<file path="src/rtl/gpio_debounce.sv">
// Per-channel debouncer: 2-flop synchronizer, then a STABLE/CHANGING FSM that accepts a level after STABLE_CNT+1 agreeing samples.
// Latency: dout (and rise/fall) change STABLE_CNT+3 edges after din settles. No backpressure; free-running.
// Optional DEBOUNCE_EDGE_EN builds the rise/fall pulse registers; when undefined, rise/fall are tied to 0.
module gpio_debounce #(
    parameter int N          = 5,
    parameter int CNT_W      = 20,
    parameter int STABLE_CNT = 1000000
) (
    input  logic         ACLK,
    input  logic         ARESETn,
    input  logic [N-1:0] din,
    output logic [N-1:0] dout,
    output logic [N-1:0] rise,
    output logic [N-1:0] fall
);

    typedef enum logic {STABLE = 1'b0, CHANGING = 1'b1} state_t;

    localparam logic [CNT_W-1:0] CNT_MAX = CNT_W'(STABLE_CNT - 1);

    logic [N-1:0]     sync1_q, sync2_q;
    logic [N-1:0]     dout_q, dout_d;
    logic [CNT_W-1:0] cnt_q   [N];
    logic [CNT_W-1:0] cnt_d   [N];
    state_t           state_q [N];
    state_t           state_d [N];

    // State register: synchronizer, FSM state, counter, accepted level.
    always_ff @(posedge ACLK or negedge ARESETn) begin
        if (!ARESETn) begin
            sync1_q <= '0;
            sync2_q <= '0;
            dout_q  <= '0;
            for (int i = 0; i < N; i++) begin
                state_q[i] <= STABLE;
                cnt_q[i]   <= '0;
            end
        end else begin
            sync1_q <= din;
            sync2_q <= sync1_q;
            dout_q  <= dout_d;
            for (int i = 0; i < N; i++) begin
                state_q[i] <= state_d[i];
                cnt_q[i]   <= cnt_d[i];
            end
        end
    end

    // Next-state logic.
    always_comb begin
        for (int i = 0; i < N; i++) begin
            state_d[i] = state_q[i];
            case (state_q[i])
                STABLE: begin
                    if (sync2_q[i] != dout_q[i]) state_d[i] = CHANGING;
                end
                CHANGING: begin
                    if (sync2_q[i] == dout_q[i] || cnt_q[i] == CNT_MAX) state_d[i] = STABLE;
                end
                default: state_d[i] = STABLE;
            endcase
        end
    end

`ifdef DEBOUNCE_EDGE_EN
    logic [N-1:0] rise_q, rise_d;
    logic [N-1:0] fall_q, fall_d;

    always_ff @(posedge ACLK or negedge ARESETn) begin
        if (!ARESETn) begin
            rise_q <= '0;
            fall_q <= '0;
        end else begin
            rise_q <= rise_d;
            fall_q <= fall_d;
        end
    end

    assign rise = rise_q;
    assign fall = fall_q;
`else
    assign rise = '0;
    assign fall = '0;
`endif

    // Output/datapath logic: a bounce back to dout restarts the count from zero.
    always_comb begin
        dout_d = dout_q;
`ifdef DEBOUNCE_EDGE_EN
        rise_d = '0;
        fall_d = '0;
`endif
        for (int i = 0; i < N; i++) begin
            cnt_d[i] = cnt_q[i];
            case (state_q[i])
                STABLE: begin
                    cnt_d[i] = '0;
                end
                CHANGING: begin
                    if (sync2_q[i] == dout_q[i]) begin
                        cnt_d[i] = '0;
                    end else if (cnt_q[i] == CNT_MAX) begin
                        cnt_d[i]  = '0;
                        dout_d[i] = sync2_q[i];
`ifdef DEBOUNCE_EDGE_EN
                        rise_d[i] = sync2_q[i];
                        fall_d[i] = ~sync2_q[i];
`endif
                    end else begin
                        cnt_d[i] = cnt_q[i] + 1'b1;
                    end
                end
                default: cnt_d[i] = '0;
            endcase
        end
    end

    assign dout = dout_q;

endmodule

</file>
<file path="config.mk">
export PLATFORM = sky130hd
export DESIGN_NAME = gpio_debounce
export DESIGN_NICKNAME = d
export VERILOG_FILES = /design/src/rtl/gpio_debounce.sv
export SDC_FILE = /design/constraint.sdc
export NUM_CORES = 1
export LEC_CHECK = 0
export CAP_MARGIN = 25
export CORE_MARGIN = 5
export CORE_UTILIZATION = 57
export DETAILED_ROUTE_END_ITERATION = 10
export DONT_BUFFER_PORTS = 1
export MAX_ROUTING_LAYER = met4
export PLACE_DENSITY = 0.73
export SETUP_SLACK_MARGIN = 0.5
export SYNTH_ARGS = -nofsm -noshare
export SYNTH_HDL_FRONTEND = slang
export SYNTH_SLANG_ARGS = --single-unit
</file>
<file path="constraint.sdc">
create_clock -name ACLK -period 2 [get_ports ACLK]
set_input_delay 0.3 -clock ACLK [delete_from_list [all_inputs] [get_ports ACLK]]
set_output_delay 0.3 -clock ACLK [all_outputs]
set_load 0.02 [all_outputs]
</file>
Yosys cells after proc, flatten, opt, wreduce, memory -nomap -nowiden

Cells that the tools add are included.

Input bits: 7
Output and inout bits: 15
Logic and storage cells: 87
Register bits after elaboration: 120

$add $sub $neg: 5
Multiplexer cells: 30
Equality and inequality tests: 15
Reductions and logical operators: 10
Bitwise gates (word level): 10

Operators by type and width:

| cell                                                             | number |
|---|---|
| 20-bit two-way mux                                               | 10 |
| 20-bit one-hot mux with 2 select lines                           | 5 |
| 20-bit by 1-bit adder with 20-bit output (second input constant) | 5 |
| 20-bit == test (second input constant)                           | 5 |
| 3-bit AND reduction                                              | 5 |
| 1-bit two-way mux                                                | 10 |
| 1-bit NOT                                                        | 10 |
| 1-bit one-hot mux with 2 select lines                            | 5 |
| 1-bit == test                                                    | 5 |
| 1-bit logical OR                                                 | 5 |
| 1-bit != test                                                    | 5 |

Longest topological paths before layout

Gate-level depths: netlist of run 1.

Depth after elaboration: 4
Mapped depth: 7
Depth with buffers taken out: 5

Least setup slack after synthesis of run 1

OpenSTA, ideal clock, no wires.

Path type: reg-to-reg
Start: reg cnt_q[91] in the netlist's numbering
End: reg dout_q[0] (netlist: dout[0])
Path buffers: 0
Library setup time: 125 ps
Data arrival time: 2065 ps
Period minus slack after synthesis: 2190 ps
Path slack: -190 ps
Stages on the path, launching flop included: 5
Required time: 1875 ps
Cells stage by stage: dfrtp_1 > or4_1 > or4_1 > or3_4 > mux2_4

Longest elaborated chain between the ends: 2

Ends and longest elaborated chain:

| element                          | RTL line | RTL |
|---|---|---|
| start: declaration               | 23       | `logic [CNT_W-1:0] cnt_q [N];` |
| start signal: indexed assignment | 44       | `cnt_q[i] <= cnt_d[i];` |
| 20-bit == test                   | 102      | `end else if (cnt_q[i] == CNT_MAX) begin` |
| 3-bit AND reduction (no line)    | n/a      |  |
| end signal: assignment           | 41       | `dout_q <= dout_d;` |
| end: declaration                 | 22       | `logic [N-1:0] dout_q, dout_d;` |

Every way passes these cells.
A chain may end at the register's enable or synchronous reset.

Final worst setup path of run 1

Ends and elaborated chain as after synthesis.

==> results of run 1 <==
cell usage in the layout (no fill, tap or decap), types with 13 or more instances in the layout:
master     synthesis  final
a21oi_2            0     29
nand4_1           24     24
xnor2_1           22     22
nand2_1           36     31
clkbuf_16          0     16
dfrtp_1          120    115
buf_4             10     71
or3_1             19     17
inv_1             13     13
nor2_4             0     51
nand3_1           42     34
xor2_1            41     41
buf_6              0     20
o21ai_0           18     18
nor2_1            75     17
power groups by stage:
stage	combinational, W	clock (W)	sequential, W
global route	0.000318	0.00307	0.00248
CTS	0.000247	0.00289	0.00247
finish	0.000305	0.00294	0.00248
detailed placement	0.000101	0	0.00252
floorplan	0.0000980	0	0.00251
global placement	0.0000983	0	0.00251
final cells by class:
cell class | count | area [µm²]
Multi-Input combinational cell | 429 | 3470
Tap cell | 133 | 166
Clock inverter | 8 | 97.6
Clock buffer | 23 | 457
Fill cell | 419 | 1380
Sequential cell | 120 | 3010
Timing Repair Buffer | 113 | 1190
Inverter | 13 | 48.8
repair_timing:
item | in CTS | in global routing
setup buffers | 55 | 14
pin swaps | 28 | 34
endpoints found under the setup margin | 110 | 109
resized for setup | 152 | 74
endpoints found under the hold margin | 125 | 120
cloned | 12 | 0
worst paths after layout:
check,cells past startpoint,startpoint,endpoint
max,4,cnt_q[91]$_DFF_PN0_,dout[0]$_DFFE_PN0P_
min,0,ARESETn,cnt_q[66]$_DFF_PN0_
max reg2reg,4,cnt_q[91]$_DFF_PN0_,dout[0]$_DFFE_PN0P_
min reg2reg,0,sync1_q[0]$_DFF_PN0_,sync2_q[0]$_DFF_PN0_
max in group asynchronous,0,ARESETn,cnt_q[49]$_DFF_PN0_
min in group ACLK,1,din[3],sync1_q[3]$_DFF_PN0_
kinds of logic (layout without fill, tap and decap cells):
group | Yosys count | in the layout
simple gates | 278 | 278
mux | 5 | 5
fa+ha+maj | 5 | 5
buf+inv | 42 | 157
xor+xnor | 63 | 63
flops | 120 | 120
other cells | 1 | 10
compound gates | 68 | 68
critical path, stage by stage (launching register included):
cell	delay, ns
dfrtp_1	0.39
or4_4	0.55
or4_4	0.53
or3_4	0.35
mux2_4	0.30
metal layers:
metal	routed length, µm	vias up
met2	9290	344
li1	-	2284
met3	1640	81
met1	6820	2678
met5	0	-
met4	740	0
sequential cells by signal, indices dropped and copies added, names as in the netlist:
register,count
sync1_q,5
cnt_q,100
sync2_q,5
dout,5
state_q,5
metrics by stage:
stage,setup slack (ns),TNS [ns],util,hold slack [ns]
CTS,-0.211,-3.58,0.814,-0.539
global placement,-0.187,-1.56,0.630,0.0105
finish,-0.243,-4.38,0.859,-0.541
floorplan,-0.182,-0.272,-,0.00441
global route,-0.260,-4.84,0.859,-0.556
detailed placement,-0.204,-2.16,0.630,0.0113
==> metrics, run 1 <==
worst-path fanout max=2; design area=8440 µm²; Clock Path Buffers=2; clk sinks=120; share of cells above drive strength 1=0.416; # hold bufs at CTS=5; met2 Track Usage GR=0.426; routed vias=5,387; worst slew pin tran=0.585 ns; final number of hold-violating endpoints=120; Overall Power=0.00572 W; Synth Area in Simple Gates=0.257; Root Driver=clkbuf_8; antenna violations before repair=0; post-synthesis sequential area ratio=0.522; CORE AREA=9820 µm²; failing checks=negative hold slack, negative setup slack; clock power share=0.514; nets=706; Max Fclk=0.446 GHz; Synth Warn #=0; CP required=2.42 ns; GRT Util Overall=0.266; most frequent cells after synthesis=dfrtp_1 (120), nor2_1 (75), nand3_1 (42), xor2_1 (41), nand2_1 (36); Max Cap Violations=0; met3 Track Usage GR=0.0646; htree depth=4; Inst Count DP=722; largest net degree at the start of global routing=121; Yosys reg bits=120; synth-to-layout area growth=46.7%; Final Non-Filler Cells=839; Setup crit start kind=flip-flop; Die Wd=110 µm; Final ANT Viol Nets=0; Avg Inst Size Synth=9.88 µm²; final worst-path cycle share=1.12; Area contributors post-synth=dfrtp_1 (52%), xor2_1 (6.2%), nor2_1 (4.9%), nand3_1 (3.7%), xnor2_1 (3.4%); gr busiest metal=met2; Worst R2R Setup Slack=-0.24 ns; switch share=0.226; GRT overflow=0; dpl cell area=6180 µm²; met1 Usage GRT=0.330; first-pass GRT wire length=25.9 mm; worst hold margin=-0.541 ns; final worst setup slack=-0.243 ns; complex-gate fraction of the synthesized area=0.0677; Leak Pwr=3.33 nW; Initial Utilization=0.585; combinational family with the most area after synthesis=simple AND/OR/NAND/NOR gates; DRC=0; Power Density=678 nW/µm²; Via density=6.42; post-detail-place hpwl=7.13 mm; mux share of post-synthesis cell area=0.0104; I/O pin count=22; switching power total=0.00129 W; Int Power=0.00443 W; 1st-iter DRT viols=459; sequential power share=0.433; Post-Synthesis Cells=582; number of global-route vias before repair=5,166; worst skew pair latency=0.53 ns; worst path arrival time=2.66 ns; PortBufs=0; CTS Buf Count=17; number of diodes=0; Slew HR=0.606; drt wl/cell=22.0 µm; Rows=36; RD Place Congestion=0.841; First-pass DRT Iterations=5; WL final=18.5 mm; Final Slew Violations=0; Peak VDD IR=0.798 mV; post-synth top area cell=dfrtp_1; Worst Clk Skew=0.0112 ns; async set-or-reset flop fraction in the synthesized netlist=1.00; RSZ-0062 raised after global routing=yes; Netlist cell types=41; number of enable flip-flop cells after synthesis=0; Syn Std Cell Area=5750 µm²; TritonCTS clock tree=done; Tmin final=2.24 ns; crit end category=flip-flop; worst hold path type=primary input to async pin; Setup CP Type=flip-flop to flip-flop; DIE HEIGHT=110 µm; Yosys top cell area share=0.522; dominant synthesized flop cell=dfrtp_1; Comb pwr share=0.053; cell with the most instances after synthesis=dfrtp_1; Worst-path clk slew=0.06 ns; setup violators final=22; die area=12,200 µm²; status=finished with violations; xor/xnor share of the synthesized area=0.0960; Synth Area in Adders=0.0109
(Power assumes the default switching activity.)
==> run 2: changes to the inputs <==
--- a/config.mk
+++ b/config.mk
@@ -6,7 +6,6 @@
 export NUM_CORES = 1
 export LEC_CHECK = 0
 export CAP_MARGIN = 25
-export CORE_MARGIN = 5
 export CORE_UTILIZATION = 57
 export DETAILED_ROUTE_END_ITERATION = 10
 export DONT_BUFFER_PORTS = 1
==> metrics, run 2 (synthesis gave the netlist of run 1 again) <==
status=finished with violations; failing checks=negative hold slack, negative setup slack; Power Density=665 nW/µm²; largest net degree at the start of global routing=121; nets=715; setup violators final=23; total negative slack=-3.55 ns; Final Slew Violations=0; DRC=0; Max Cap Violations=0; Worst Clk Skew=0.0101 ns; htree depth=4; CP required=2.43 ns; PortBufs=0; first-pass GRT wire length=25.2 mm; Initial Utilization=0.588; crit end category=flip-flop; Setup CP Type=flip-flop to flip-flop; Tmin final=2.22 ns; number of diodes=0; final worst setup slack=-0.218 ns; worst skew pair latency=0.54 ns; First-pass DRT Iterations=6; Setup WS pre-CTS=-0.201 ns; die area=10,500 µm²; RSZ-0062 raised after global routing=yes; Rows=36; TritonCTS clock tree=done; worst-path fanout max=2; RD Place Congestion=0.806; I/O pin count=22; antenna violations before repair=0; synth-to-layout area growth=49.8%; final number of hold-violating endpoints=120; CTS Buf Count=17; Overall Power=0.00573 W; worst path arrival time=2.65 ns; met2 Track Usage GR=0.534; Final Non-Filler Cells=849; worst slew pin tran=0.568 ns; worst hold path type=primary input to async pin; Peak VDD IR=0.538 mV; Worst-path clk slew=0.06 ns; most flop-heavy register=cnt_q; 1st-iter DRT viols=434; Crit-path slowest cell=or4b_4; share of cells above drive strength 1=0.448; GRT Util Overall=0.335; WL final=20.1 mm; post-detail-place hpwl=7.07 mm; most common cell after layout, fill and taps aside=dfrtp_1; Max Fclk=0.451 GHz; CORE AREA=9770 µm²; Inst Count DP=723; worst hold margin=-0.557 ns; Largest register FFs=100; Slew HR=0.616; routed vias=5,610; drt wl/cell=23.7 µm; Clock Path Buffers=2; Root Driver=clkbuf_8; commonest cells after routing, fill and taps aside=dfrtp_1 (114), buf_4 (80), nor2_4 (52), xor2_1 (41), nand3_1 (33); # hold bufs at CTS=5; gr busiest metal=met2; FILL cells=403; Final ANT Viol Nets=0; CP Cell Sequence=or4b_4 -> or4_4 -> or3_4 -> mux2_4; Via density=6.61; met1 Usage GRT=0.380; number of global-route vias before repair=5,172; GRT overflow=0; DIE HEIGHT=102 µm; Die Wd=102 µm; met3 Track Usage GR=0.0992; slowest stage delay, CP=0.54 ns; Leak Pwr=3.42 nW; clk sinks=120; Setup crit start kind=flip-flop; final worst-path cycle share=1.11
## run 2: cell types whose count changed in the layout (fill, tap and decap cells not counted), sizes merged
cell      change
clkinvlp      +2
bufinv        -1
buf           +7
clkinv        +1
clkbuf        +1
## run 2: layout make-up
cell class,count,area (µm²),share of cell area
clock buffers,22,473,0.0549
clock inverters,10,95.1,0.0110
inverters,13,48.8,0.00567
multi-input cells,429,3550,0.412
flip-flops and latches,120,3010,0.350
well taps,133,166,0.0193
repair buffers,122,1270,0.147
## run 2: metrics by stage
stage	util	hold WS, ns	cell area (µm²)
final	0.881	-0.557	8610
after global routing	0.881	-0.576	8610
after CTS	0.820	-0.560	8010
after detailed placement	0.632	0.0101	6180
after global placement	0.632	0.00935	6180
after floorplan	-	0.00441	6000
## run 2: metal layers
metal  up-vias  wire [µm]
met4         0       1270
met1      2747       7300
li1       2307          -
met3       145       1710
met2       411       9820
met5         -          0
## run 2: power breakdown
group / switching, W / internal [W] / leakage (nW) / total, W
sequential: 0.0000242 / 0.00245 / 1.63 / 0.00248
combinational: 0.000161 / 0.000145 / 1.53 / 0.000306
clock: 0.00117 / 0.00178 / 0.265 / 0.00294
## run 2: repair_timing
item | CTS | global route
gates cloned | 10 | 2
gates resized for setup | 157 | 97
pin swaps | 41 | 29
endpoints found under the hold margin | 125 | 120
setup buffers | 59 | 18
setup endpoints to repair | 110 | 110
## run 2: critical path, delay by kind of cell (launching register included)
family	cells	cell delay [ns]
flip-flops	1	0.38
multiplexers	1	0.30
AND/OR/NAND/NOR	3	1.43
## run 2: worst paths after layout
path	startpoint	end	slack, ns	depth (start not counted)
worst max register to register	cnt_q[90]$_DFF_PN0_	dout[0]$_DFFE_PN0P_	-0.22	4
max in group asynchronous	ARESETn	cnt_q[46]$_DFF_PN0_	2.35	0
worst max-delay path	cnt_q[90]$_DFF_PN0_	dout[0]$_DFFE_PN0P_	-0.22	4
worst min register to register	sync1_q[2]$_DFF_PN0_	sync2_q[2]$_DFF_PN0_	0.36	0
worst min-delay path	ARESETn	cnt_q[72]$_DFF_PN0_	-0.56	0
min in group ACLK	din[0]	sync1_q[0]$_DFF_PN0_	0.32	1
